--- src/rtl/psum_mem_arbiter.sv ---
// Shares one memory controller between the accumulator and a burst drain of
// partial sums. Accumulator reads always win; drain reads fill a small skid FIFO.
module psum_mem_arbiter #(
  parameter int DATA_WIDTH = 32,
  parameter int ADDR_WIDTH = 32,
  parameter int REG_WIDTH  = 32,
  parameter int MEM_DELAY  = 1,
  parameter int FIFO_DEPTH = 4
) (
  input  logic                  clk,
  input  logic                  rst,
  input  logic [ADDR_WIDTH-1:0] acc_radd,
  input  logic                  acc_rden,
  input  logic [ADDR_WIDTH-1:0] acc_wadd,
  input  logic                  acc_wren,
  input  logic [DATA_WIDTH-1:0] acc_idat,
  output logic [DATA_WIDTH-1:0] acc_odat,
  output logic                  acc_ovld,
  input  logic                  acc_done,
  input  logic                  i_drain_start,
  input  logic [ADDR_WIDTH-1:0] i_drain_base,
  input  logic [REG_WIDTH-1:0]  i_drain_len,
  output logic                  o_drain_busy,
  output logic                  o_drain_done,
  output logic [1:0]            o_err,
  output logic [DATA_WIDTH-1:0] drn_odat,
  output logic                  drn_ovld,
  input  logic                  drn_ordy,
  output logic [ADDR_WIDTH-1:0] mem_radd,
  output logic                  mem_rden,
  output logic [ADDR_WIDTH-1:0] mem_wadd,
  output logic                  mem_wren,
  output logic [DATA_WIDTH-1:0] mem_idat,
  input  logic [DATA_WIDTH-1:0] mem_odat,
  input  logic                  mem_ovld
);

  localparam int PTR_W = (FIFO_DEPTH > 1) ? $clog2(FIFO_DEPTH) : 1;
  localparam int CNT_W = $clog2(FIFO_DEPTH + 1);
  localparam int OCC_W = $clog2(FIFO_DEPTH + MEM_DELAY + 1);

  typedef enum logic [1:0] {ST_IDLE, ST_DRAIN, ST_FLUSH, ST_DONE} state_t;
  typedef enum logic [1:0] {TAG_NONE, TAG_ACC, TAG_DRN} tag_t;

  state_t                state_q, state_d;
  tag_t                  tag_q [MEM_DELAY];
  tag_t                  tag_d [MEM_DELAY];
  logic [ADDR_WIDTH-1:0] addr_q, addr_d;
  logic [REG_WIDTH-1:0]  remain_q, remain_d;
  logic [DATA_WIDTH-1:0] fifo_mem_q [FIFO_DEPTH];
  logic [DATA_WIDTH-1:0] fifo_mem_d [FIFO_DEPTH];
  logic [PTR_W-1:0]      wr_ptr_q, wr_ptr_d, rd_ptr_q, rd_ptr_d;
  logic [CNT_W-1:0]      cnt_q, cnt_d;
  logic [1:0]            err_q, err_d;
  logic [OCC_W-1:0]      inflight, occupancy;
  logic                  drain_issue, fifo_wr, fifo_pop;
  tag_t                  tag_out;

  function automatic logic [PTR_W-1:0] ptr_inc(input logic [PTR_W-1:0] p);
    return (p == PTR_W'(FIFO_DEPTH - 1)) ? '0 : p + PTR_W'(1);
  endfunction

  // Write path is a straight pass-through; read port muxing gives the accumulator priority.
  assign mem_wadd     = acc_wadd;
  assign mem_wren     = acc_wren;
  assign mem_idat     = acc_idat;
  assign mem_rden     = acc_rden | drain_issue;
  assign mem_radd     = acc_rden ? acc_radd : addr_q;
  assign tag_out      = tag_q[MEM_DELAY-1];
  assign acc_odat     = mem_odat;
  assign acc_ovld     = rst & mem_ovld & (tag_out == TAG_ACC);
  assign fifo_wr      = mem_ovld & (tag_out == TAG_DRN);
  assign drn_ovld     = rst & (cnt_q != '0);
  assign drn_odat     = fifo_mem_q[rd_ptr_q];
  assign fifo_pop     = drn_ovld & drn_ordy;
  assign o_drain_busy = rst & ((state_q == ST_DRAIN) || (state_q == ST_FLUSH));
  assign o_drain_done = rst & (state_q == ST_DONE);
  assign o_err        = err_q;

  // Count drain reads still in the memory pipe so the FIFO can never be oversubscribed.
  always_comb begin
    inflight = '0;
    for (int i = 0; i < MEM_DELAY; i++) begin
      inflight = inflight + OCC_W'(tag_q[i] == TAG_DRN);
    end
    occupancy = OCC_W'(cnt_q) + inflight;
  end

  // Drain FSM next state, address/length bookkeeping and sticky error flags.
  always_comb begin
    state_d     = state_q;
    addr_d      = addr_q;
    remain_d    = remain_q;
    err_d       = err_q;
    drain_issue = 1'b0;
    case (state_q)
      ST_IDLE: begin
        if (i_drain_start && acc_done) begin
          if (i_drain_len != '0) begin
            state_d  = ST_DRAIN;
            addr_d   = i_drain_base;
            remain_d = i_drain_len;
          end else begin
            state_d = ST_DONE;
          end
        end
      end
      ST_DRAIN: begin
        if (remain_q == '0) begin
          state_d = ST_FLUSH;
        end else if (rst && !acc_rden && (occupancy < OCC_W'(FIFO_DEPTH))) begin
          drain_issue = 1'b1;
          addr_d      = addr_q + ADDR_WIDTH'(1);
          remain_d    = remain_q - REG_WIDTH'(1);
        end
      end
      ST_FLUSH: begin
        if ((inflight == '0) && (cnt_q == '0)) begin
          state_d = ST_DONE;
        end
      end
      ST_DONE: state_d = ST_IDLE;
      default: state_d = ST_IDLE;
    endcase
    if (i_drain_start && !((state_q == ST_IDLE) && acc_done)) begin
      err_d[1] = 1'b1;
    end
    if ((acc_rden || acc_wren) && ((state_q == ST_DRAIN) || (state_q == ST_FLUSH))) begin
      err_d[0] = 1'b1;
    end
  end

  // Tag pipeline tracks who owns each outstanding read; the skid FIFO buffers drain data.
  always_comb begin
    tag_d[0] = acc_rden ? TAG_ACC : (drain_issue ? TAG_DRN : TAG_NONE);
    for (int i = 1; i < MEM_DELAY; i++) begin
      tag_d[i] = tag_q[i-1];
    end
    fifo_mem_d = fifo_mem_q;
    wr_ptr_d   = wr_ptr_q;
    rd_ptr_d   = rd_ptr_q;
    cnt_d      = cnt_q;
    if (fifo_wr) begin
      fifo_mem_d[wr_ptr_q] = mem_odat;
      wr_ptr_d             = ptr_inc(wr_ptr_q);
    end
    if (fifo_pop) begin
      rd_ptr_d = ptr_inc(rd_ptr_q);
    end
    if (fifo_wr && !fifo_pop) begin
      cnt_d = cnt_q + CNT_W'(1);
    end else if (!fifo_wr && fifo_pop) begin
      cnt_d = cnt_q - CNT_W'(1);
    end
  end

  // Control state registers with synchronous active-low reset.
  always_ff @(posedge clk) begin
    if (!rst) begin
      state_q  <= ST_IDLE;
      addr_q   <= '0;
      remain_q <= '0;
      wr_ptr_q <= '0;
      rd_ptr_q <= '0;
      cnt_q    <= '0;
      err_q    <= '0;
      for (int i = 0; i < MEM_DELAY; i++) begin
        tag_q[i] <= TAG_NONE;
      end
    end else begin
      state_q  <= state_d;
      addr_q   <= addr_d;
      remain_q <= remain_d;
      wr_ptr_q <= wr_ptr_d;
      rd_ptr_q <= rd_ptr_d;
      cnt_q    <= cnt_d;
      err_q    <= err_d;
      for (int i = 0; i < MEM_DELAY; i++) begin
        tag_q[i] <= tag_d[i];
      end
    end
  end

  // FIFO storage needs no reset; validity is tracked by the count.
  always_ff @(posedge clk) begin
    fifo_mem_q <= fifo_mem_d;
  end

endmodule
--- config.mk ---
export PLATFORM = sky130hd
export DESIGN_NAME = psum_mem_arbiter
export DESIGN_NICKNAME = d
export VERILOG_FILES = /design/src/rtl/psum_mem_arbiter.sv
export SDC_FILE = /design/constraint.sdc
export NUM_CORES = 1
export LEC_CHECK = 0
export CAP_MARGIN = 25
export CELL_PAD_IN_SITES_DETAIL_PLACEMENT = 1
export CELL_PAD_IN_SITES_GLOBAL_PLACEMENT = 2
export CORE_ASPECT_RATIO = 1.25
export CORE_UTILIZATION = 29
export DETAILED_ROUTE_END_ITERATION = 7
export GPL_TIMING_DRIVEN = 1
export PLACE_DENSITY_LB_ADDON = 0.1
export REMOVE_ABC_BUFFERS = 1
export SYNTH_ARGS = -nofsm -noshare
export SYNTH_HDL_FRONTEND = slang
export SYNTH_SLANG_ARGS = --single-unit
--- constraint.sdc ---
create_clock -name clk -period 3.3 [get_ports clk]
set_clock_uncertainty 0.15 [all_clocks]
set_input_delay 0.33 -clock clk [delete_from_list [all_inputs] [get_ports clk]]
set_output_delay 0.33 -clock clk [all_outputs]
set_load 0.005 [all_outputs]
==> results by group <==
Logic synthesis
  • Post-Syn Area: ~11000 um^2
  • Seq cells post-synth: ~210
  • Mapped Avg Cell Area: around 11 um^2
  • EDFF count, synth: ~130
  • Synth area leaders: edfxtp_1 (35%), dfxtp_1 (14%), buf_4 (6.6%)
  • Register area share after synthesis: about half
  • Post-synth cell types: between 60 and 70
  • Share of the synthesized area in the top cell type: between 30% and 40%
  • Synth Flop Type: edfxtp_1
  • Async S/R FF share, synth: 0%
  • Cell taking the most area after synthesis: edfxtp_1
  • Yosys warning total: 0
  • Mapped Cells: ~990

Job
  • Max_cap viols: 0

Die
  • Die Wd: 176 um
  • Die span in y: between 200 and 250 um
  • Ports: 368
  • Row Count: 79
  • Core Region: about 37000 um^2
  • Die area: a little under 40000 um^2
  • Initial core utilization: a little under 30%

Clock network
  • Number of buffers created by CTS: 23
  • Clock root buffer: clkbuf_16
  • Worst skew pair latency: a little over 0.5 ns
  • CTS tree: built
  • Clk sinks: slightly above 200
  • Cts hold-fix bufs: 0
  • CTS Buffer Depth: 3
  • Clock-pin slew on the worst setup and hold paths: ~0.06 ns
  • H-tree levels: 1

Layout
  • Layout area overhead: 29.5%
  • Share of cells above drive strength 1: between 10% and 20%
  • ANT cells: 0
  • Final instance area: between 10000 and 15000 um^2
  • Final #Nets: between 1000 and 1500

Global routing
  • Initial antenna violation count: 0
  • GRT Overall Usage: roughly 19%
  • Vias in the first global route: around 8700
  • Global-route wire length before repair: between 50000 and 60000 um
  • Pin count of the biggest net entering global routing: 76
  • Total gr overflow: 0

Min path
  • HP Class: input port to register
  • Worst hold path endpoint: tag_q[0][1]
  • WHS Path Cells: 3
  • Hold path startpoint: rst

Placed design
  • Routability cong.: approximately 0.77
  • Port bufs: 239
  • Post-DP HPWL: 27100 um
  • Area after DPL: between 10000 and 15000 um^2
  • Setup WS pre-CTS: around 0.28 ns

STA
  • Worst-Margin Slew: about 0.74 ns
  • Slew headroom: 50.4%
  • Fin. Hold Viols: 0
  • # setup viols final: 0
  • Max-slew violation count: 0
  • Worst Slack Setup Final: around 0.13 ns
  • Final Cycle Share: approximately 96%
  • F_max: 316 MHz
  • RSZ-0062 raised after global routing: false
  • Final min period: between 3 and 4 ns

Power and ir drop
  • Worst vdd ir: around 0.37 mV
  • Leak: 4.70 nW
  • Pwr Density: ~780 nW/um^2

Drt
  • Residual DRC: 0
  • Vias post-DR: 8517
  • DR WL/cell: 23.1 um
  • DRT Wirelength: approximately 38000 um
  • Antenna-violating nets left: 0
  • Iteration-0 DRC Markers: approximately 400
  • Vias per Instance: between 5 and 6
  • First-pass DRT Iterations: 4

Critical path
  • Flop2flop setup slack: between 0.6 and 0.7 ns
  • Crit path launch type: register
  • Reg2reg start: remain_q[20]
  • Worst Path Required: about 2.8 ns
  • Reg2reg end: addr_q[16]
  • CP max FO: 4
  • Critical path class: register to output port
  • WP data arrival: between 2 and 3 ns
  • Critical Path End Type: output port
  • Worst R2R Path Depth: 8

Run status
  • Status: finished clean
metal layers:
| layer | global-route usage, % | vias to the layer above | part of all wire, % |
|---|---|---|---|
| met5 | 5.34 | - | 0.47 |
| met4 | 4.61 | 6 | 1.8 |
| met3 | 6.97 | 48 | 9.1 |
| met2 | 29.8 | 323 | 45 |
| met1 | 24.9 | 4190 | 44 |
| li1 | - | 3950 | - |
synthesized netlist by cell type, types with 7 or more instances:
cell and n:
a211oi_1 9, a211oi_2 27, a21oi_1 15, a31o_2 12, a31oi_1 43, and2_1 7, and3_1 8, buf_1 12
buf_4 97, clkbuf_1 48, dfxtp_1 77, edfxtp_1 128, ha_1 13, inv_1 26, mux2_2 34, mux2i_1 14
mux4_2 32, nand2_1 74, nand3_1 37, nand4_1 19, nor2_1 43, nor2b_1 10, nor3_1 17, nor4_1 17
o21ai_0 48, o22ai_1 16, o31ai_1 10, o32ai_1 15
cells in the final DEF, fill, tap and decap left out, drive strengths merged, types with 4 or more instances in the layout:
| cell | instances |
|---|---|
| edfxtp | 128 |
| or4 | 6 |
| mux2 | 34 |
| a31oi | 43 |
| buf | 46 |
| nand3 | 37 |
| a21o | 4 |
| and2 | 7 |
| dfxtp | 77 |
| nor3 | 17 |
| nand2b | 6 |
| clkinv | 4 |
| a21oi | 15 |
| o22ai | 16 |
| nand2 | 74 |
| nand3b | 5 |
| mux2i | 14 |
| a31o | 12 |
| a211oi | 36 |
| o21ai | 48 |
| or3 | 6 |
| mux4 | 32 |
| clkbuf | 31 |
| clkdlybuf4s50 | 236 |
| a311oi | 4 |
| ha | 13 |
| nand4 | 19 |
| nor2 | 43 |
| nor2b | 10 |
| o31ai | 10 |
| nor4 | 18 |
| a32o | 6 |
| inv | 27 |
| and3 | 9 |
| o32ai | 15 |
| or2 | 7 |
flip-flops by register name, summed over array words and instances (netlist names):
name,count
fifo_mem_q,128
addr_q,32
remain_q,32
cnt_q,3
o_err,2
rd_ptr_q,2
state_q,2
tag_q,2
wr_ptr_q,2
metrics by stage:
step                      util (%)  std cells  TNS [ns]  total power, W  hold WS, ns
after floorplan                  -        821   -230.20         0.00638        0.264
after CTS                     38.2       1631         0          0.0113       0.0497
after detailed placement      36.0       1589         0         0.00852        0.293
final                         38.2       1631         0          0.0111       0.0705
after global placement        36.0       1589         0         0.00852        0.297
after global routing          38.2       1631         0          0.0118       0.0703
worst max path at each step:
stage	endpoint	from	cells past startpoint
after detailed placement	mem_rden	remain_q[0]	9
after global placement	remain_q[29]	i_drain_len[14]	8
after global routing	mem_rden	remain_q[10]	7
after floorplan	addr_q[0]	state_q[1]	7
final	mem_rden	remain_q[10]	7
after CTS	mem_rden	remain_q[10]	7
worst max-delay path, stage by stage, from the launching register on:
cell and delay [ns]:
dfxtp_1 0.34, or4_4 0.54, or3_4 0.38, nand4bb_4 0.25
nand2_1 0.09, nor4_1 0.05, or2_2 0.29, clkdlybuf4s15_1 0.25
cell type report:
cell class	count	area, um^2
clock buffer	31	626
clock inverter	10	144
fill	4024	23000
inverter	27	101
multi-input combinational	589	4540
sequential	205	5390
tap	486	608
timing repair buffer	283	2830
kinds of logic after synthesis:
family / after synthesis / share of synthesized area, %
adder cells (fa/ha/maj): 14 / 1.66
AO/OA/AOI/OAI: 216 / 14.5
flip-flops: 205 / 49.0
buffers and inverters: 193 / 10.2
AND/OR/NAND/NOR: 275 / 13.0
multiplexers: 80 / 11.3
XOR/XNOR: 4 / 0.319
report_power, final:
part	leakage [nW]	total, W	internal (W)	switching [W]
combinational	2.55	0.00496	0.00226	0.00270
clock	0.364	0.00264	0.00157	0.00107
sequential	1.78	0.00352	0.00308	0.000444
total	4.70	0.0111	0.00691	0.00421
timing repair:
item | CTS | global route
setup buffers | 1 | 0
endpoints found under the setup margin | 1 | 1
pin swaps | 1 | 1
resized for setup | 4 | 1
No activity file was read; power rests on OpenSTA's default activity.
